**src/rtl/ap_ctrl_perf_monitor.sv**
```systemverilog
// ============================================================================
// ap_ctrl_perf_monitor -- per-channel ap_ctrl transaction count/latency stats
// Revision: 1.0
// ============================================================================
`default_nettype none

module ap_ctrl_perf_monitor #(
  parameter int NUM_CH = 4,
  parameter int CNT_W  = 32,
  parameter int CH_W   = (NUM_CH > 1) ? $clog2(NUM_CH) : 1
) (
  input  logic              clock,
  input  logic              reset,
  input  logic              enable,
  input  logic              clear,
  input  logic [NUM_CH-1:0] ap_start,
  input  logic [NUM_CH-1:0] ap_ready,
  input  logic [NUM_CH-1:0] ap_done,
  input  logic [NUM_CH-1:0] ap_continue,
  input  logic              rd_en,
  input  logic [CH_W-1:0]   rd_ch,
  input  logic [1:0]        rd_sel,
  output logic              rd_valid,
  output logic [CNT_W-1:0]  rd_data,
  output logic [NUM_CH-1:0] busy,
  output logic [NUM_CH-1:0] sat
);

  typedef enum logic [1:0] {IDLE = 2'd0, RUN = 2'd1, HOLD = 2'd2} state_t;

  localparam logic [CNT_W-1:0] LAT_ONE = CNT_W'(1);

  logic [NUM_CH-1:0][CNT_W-1:0] cnt_all, last_all, min_all, max_all;
  logic [CNT_W-1:0]             rd_mux;

  // ap_ready carries no information this monitor needs.
  logic unused_ready;
  assign unused_ready = ^ap_ready;

  for (genvar i = 0; i < NUM_CH; i++) begin : g_ch
    state_t           state, state_nxt;
    logic [CNT_W-1:0] lat, lat_nxt, lat_inc, commit_lat;
    logic [CNT_W-1:0] cnt, last, min_lat, max_lat;
    logic             lat_ovf, lat_sat, commit, sat_q;

    always_comb begin
      lat_ovf    = &lat;
      lat_inc    = lat_ovf ? lat : lat + LAT_ONE;
      state_nxt  = state;
      lat_nxt    = lat;
      commit_lat = lat;
      commit     = 1'b0;
      lat_sat    = 1'b0;
      case (state)
        IDLE: begin
          if (ap_start[i]) begin
            lat_nxt    = LAT_ONE;
            commit_lat = LAT_ONE;
            if (!ap_done[i])         state_nxt = RUN;
            else if (ap_continue[i]) commit    = 1'b1;
            else                     state_nxt = HOLD;
          end
        end
        RUN: begin
          lat_nxt    = lat_inc;
          lat_sat    = lat_ovf;
          commit_lat = lat_inc;
          if (ap_done[i]) begin
            if (ap_continue[i]) begin
              commit    = 1'b1;
              state_nxt = IDLE;
            end else begin
              state_nxt = HOLD;
            end
          end
        end
        HOLD: begin
          if (ap_continue[i]) begin
            commit    = 1'b1;
            state_nxt = IDLE;
          end
        end
        default: state_nxt = IDLE;
      endcase
      if (commit) lat_nxt = '0;
    end

    always_ff @(posedge clock or posedge reset) begin
      if (reset)       state <= IDLE;
      else if (clear)  state <= IDLE;
      else if (enable) state <= state_nxt;
    end

    always_ff @(posedge clock or posedge reset) begin
      if (reset) begin
        lat     <= '0;
        cnt     <= '0;
        last    <= '0;
        min_lat <= '1;
        max_lat <= '0;
        sat_q   <= 1'b0;
      end else if (clear) begin
        lat     <= '0;
        cnt     <= '0;
        last    <= '0;
        min_lat <= '1;
        max_lat <= '0;
        sat_q   <= 1'b0;
      end else if (enable) begin
        lat <= lat_nxt;
        if (lat_sat) sat_q <= 1'b1;
        if (commit) begin
          if (&cnt) sat_q <= 1'b1;
          else      cnt   <= cnt + LAT_ONE;
          last <= commit_lat;
          if (commit_lat < min_lat) min_lat <= commit_lat;
          if (commit_lat > max_lat) max_lat <= commit_lat;
        end
      end
    end

    assign busy[i]     = (state != IDLE);
    assign sat[i]      = sat_q;
    assign cnt_all[i]  = cnt;
    assign last_all[i] = last;
    assign min_all[i]  = min_lat;
    assign max_all[i]  = max_lat;
  end

  // Channels outside NUM_CH match no index and read back as zero.
  always_comb begin
    rd_mux = '0;
    for (int c = 0; c < NUM_CH; c++) begin
      if (rd_ch == CH_W'(c)) begin
        case (rd_sel)
          2'd0:    rd_mux = cnt_all[c];
          2'd1:    rd_mux = last_all[c];
          2'd2:    rd_mux = min_all[c];
          default: rd_mux = max_all[c];
        endcase
      end
    end
  end

  always_ff @(posedge clock or posedge reset) begin
    if (reset) begin
      rd_valid <= 1'b0;
      rd_data  <= '0;
    end else begin
      rd_valid <= rd_en;
      if (rd_en) rd_data <= rd_mux;
    end
  end

endmodule

`default_nettype wire

```
**config.mk**
```make
export PLATFORM = sky130hd
export DESIGN_NAME = ap_ctrl_perf_monitor
export DESIGN_NICKNAME = d
export VERILOG_FILES = /design/src/rtl/ap_ctrl_perf_monitor.sv
export SDC_FILE = /design/constraint.sdc
export NUM_CORES = 2
export LEC_CHECK = 0
export ABC_AREA = 1
export BUFFER_PORTS_ARGS = -buffer_cell sky130_fd_sc_hd__buf_4
export CAP_MARGIN = 20
export CORE_MARGIN = 2
export CORE_UTILIZATION = 45
export CTS_CLUSTER_SIZE = 28
export DETAILED_ROUTE_END_ITERATION = 12
export PLACE_DENSITY = 0.57
export SLEW_MARGIN = 20
export SYNTH_ARGS = -nofsm -noshare
export SYNTH_HDL_FRONTEND = slang
export SYNTH_SLANG_ARGS = --single-unit
```
**constraint.sdc**
```tcl
create_clock -name clock -period 24.7 [get_ports clock]
set_input_delay 3.705 -clock clock [delete_from_list [all_inputs] [get_ports clock]]
set_output_delay 3.705 -clock clock [all_outputs]
set_load 0.03 [all_outputs]
```
==> results.ini <==
[route]
vias=39700
drt-wirelength-per-cell_um=20.6
drc=0
wl_um=144000
viasPerCell=5.66
drt_iter0_drc=3571
route.antenna.remaining_nets=0
first_pass_iters=8

[global_route]
grt_start_max_net_pins=157
antenna_found_initial=2
grt_pass1_wl_um=223000
track_usage_pct=29.1
grt_overflow=0
grt_pass1_vias=37400

[layout]
layout-drive-gt1-share_pct=8.87
fillCellCount=9489
final_cell_count_no_fill=7006
syn_to_final_growth_pct=10.3
diodes=0
fin_nets=5955
fin_area_mm2=0.0473

[timing]
maxSlewViolCount=0
relSlewSlack_pct=15.2
layout_min_cycle_time_ns=7.67
finalSetupViolations=0
max_clock_freq_mhz=130
setup_tns_ns=0
worst_clock_skew_ns=0.0269
rsz0062_at_grt=false
finalHoldViolations=0
holdWs_ns=0.460
timing.final.crit_share_pct=31.0
tightest_slew_ns=1.26

[critical_path]
worst_r2r_path_depth=20
critPathRequiredTime_ns=25.24
critPathLaunchType=primary input
cp_max_fo=46
crit_start=clear
r2r-start=g_ch[2].state[0]$_DFFE_PP0P_
critPathArrivalTime_ns=8.21
end_kind=register
r2r-end=g_ch[2].max_lat[28]$_DFFE_PP0P_
criticalPathCategory=in -> reg
worstSetupEndpoint=g_ch[0].cnt[29]$_DFFE_PP0P_
reg2reg_slack_ns=18.94

[run_status]
outcome=completed

[place]
placed_cells=6847
io_buffers=61
gp_congestion=0.919
place_area_mm2=0.0444
dp_hpwl_um=103000

[floorplanning]
initial_core_util_pct=45.3
floorplan.io_pins=66
die_area_mm2=0.0977
die_height_um=313
coreArea_mm2=0.0947
die_x_um=313
num_rows=113

[pwr]
ir_worst_vdd_mv=0.0476
power_density_mw_per_mm2=78.5
p_leak_nw=21.9

[clock_network]
cts_hold_buf=0
path_clk_slew_ns=0.06
cts_tree=yes
ctsResizeCount=0
cts_root_buf=clkbuf_16
clockBufferDepth=3
clock_latency_ns=0.67
htreeDepth=3
cts_buffers=84
cts.sink_count=685
postCtsSetupRepairBufs=0

[logic_synthesis]
synthFlopType=dfrtp_1
syn_area_per_cell_um2=7.51
syn_nets=5990
synth_simple_gate_area_share_pct=23.0
synth_top_family_by_area=simple AND/OR/NAND/NOR gates
synth_adder_area_share_pct=7.59
synth_area_mm2=0.0429
synthMuxAreaShare_pct=0
synth_cell_types=67
synth-edff-count=0
synth_compound_area_share_pct=17.7
yosysWarnings=0
ys_seq_area_share_pct=40.4
ys_ff_latch=685
synthXorXnorAreaFrac_pct=0.756
synthCells=5705
ys_async_sr_fraction_pct=100

[worst_hold_path]
worst_hold_path_type=reg -> reg

[run]
max_cap_violations=0

cell families after synthesis:
family | after synthesis
compound gates | 1297
xor+xnor | 37
fa+ha+maj | 260
buf+inv | 1166
flops | 685
simple gates | 2260
power by group:
part | switching (mW) | total [mW] | internal, mW
clock network | 0.521 | 1.30 | 0.782
registers | 0.0880 | 1.38 | 1.29
logic | 0.749 | 1.03 | 0.279
total | 1.36 | 3.71 | 2.35
critical path: stages:
cell and delay (ns):
buf_4 0.54, nor2_4 0.09, inv_4 0.35, buf_4 0.49
nand2_1 0.78, inv_2 0.35, buf_4 0.53, nand2_4 0.18
clkinv_2 0.20, nand3b_2 0.10, nor2_1 0.14, nand2_1 0.09
nor2_1 0.16, nand2_1 0.11, xor2_1 0.14, nor2_1 0.05
metrics by stage:
stage | utilization (%) | power [mW] | setup slack, ns
after floorplan | - | 2.06 | 2.00
after global placement | 46.8 | 2.39 | 16.46
after detailed placement | 46.8 | 2.41 | 16.45
after CTS | 49.9 | 3.72 | 17.12
after global routing | 49.9 | 3.90 | 16.80
final | 49.9 | 3.71 | 17.03
state kept, by name (all words and copies together), names as in the netlist:
signal        flops
g_ch.state        8
g_ch.lat        128
g_ch.sat_q        4
g_ch.cnt        128
rd_data          32
g_ch.min_lat    128
g_ch.max_lat    128
g_ch.last       128
rd_valid          1
metal layers:
metal	up-vias	part of all wire [%]	routed length (µm)	track usage, %
li1	19200	-	-	-
met1	19100	46	66200	41.9
met2	1168	45	64500	45.1
met3	224	6.2	8900	4.62
met4	4	3.2	4630	9.11
met5	-	0.019	27	0
placed cells by master (no fill, tap or decap), drive strengths merged, types with 130 or more instances in the layout:
cell / netlist / layout
a21oi: 295 / 295
clkbuf: 173 / 130
dfrtp: 557 / 557
ha: 260 / 260
inv: 918 / 920
nand2: 1231 / 1231
nand3: 339 / 339
nor2: 379 / 379
nor3: 131 / 131
o21ai: 464 / 464
o22ai: 312 / 312
synthesized netlist by cell type, drive strengths merged (10+ instances only):
library cell,count,area share [%]
o221ai,42,0.86
a211oi,26,0.46
a221oi,37,0.76
o211ai,15,0.26
nor3,131,1.7
a21oi,295,3.5
inv,918,8.0
a31oi,31,0.45
nor4,48,0.72
o311ai,16,0.33
xor2,34,0.69
clkbuf,173,1.5
o21a,14,0.25
o31ai,10,0.18
nand2,1231,11
nand3,339,4.0
dfrtp,557,33
nor2,379,3.5
nand4,93,1.4
buf,67,0.92
o21ai,464,5.4
nor3b,19,0.36
ha,260,7.6
o22ai,312,4.6
dfstp,128,7.8
worst min-delay path by stage:
stage | start | to | slack, ns | cells after the start
after CTS | g_ch[1].min_lat[12]$_DFFE_PP1P_ | g_ch[1].min_lat[12]$_DFFE_PP1P_ | 0.46 | 2
after floorplan | g_ch[0].min_lat[10]$_DFFE_PP1P_ | g_ch[0].min_lat[10]$_DFFE_PP1P_ | 0.44 | 2
after detailed placement | g_ch[0].min_lat[3]$_DFFE_PP1P_ | g_ch[0].min_lat[3]$_DFFE_PP1P_ | 0.45 | 2
final | g_ch[3].min_lat[4]$_DFFE_PP1P_ | g_ch[3].min_lat[4]$_DFFE_PP1P_ | 0.46 | 2
after global placement | g_ch[0].min_lat[7]$_DFFE_PP1P_ | g_ch[0].min_lat[7]$_DFFE_PP1P_ | 0.45 | 2
after global routing | g_ch[1].min_lat[12]$_DFFE_PP1P_ | g_ch[1].min_lat[12]$_DFFE_PP1P_ | 0.47 | 2
cell type report:
class / count / area [µm²] / area share (%)
clock buffers: 128 / 2500 / 5.29
repair buffers: 119 / 910 / 1.92
flip-flops and latches: 685 / 17300 / 36.6
well taps: 1265 / 1580 / 3.35
clock inverters: 29 / 374 / 0.791
inverters: 926 / 3500 / 7.40
multi-input cells: 3854 / 21100 / 44.6
Note: power is estimated with default switching activity, not from simulation.
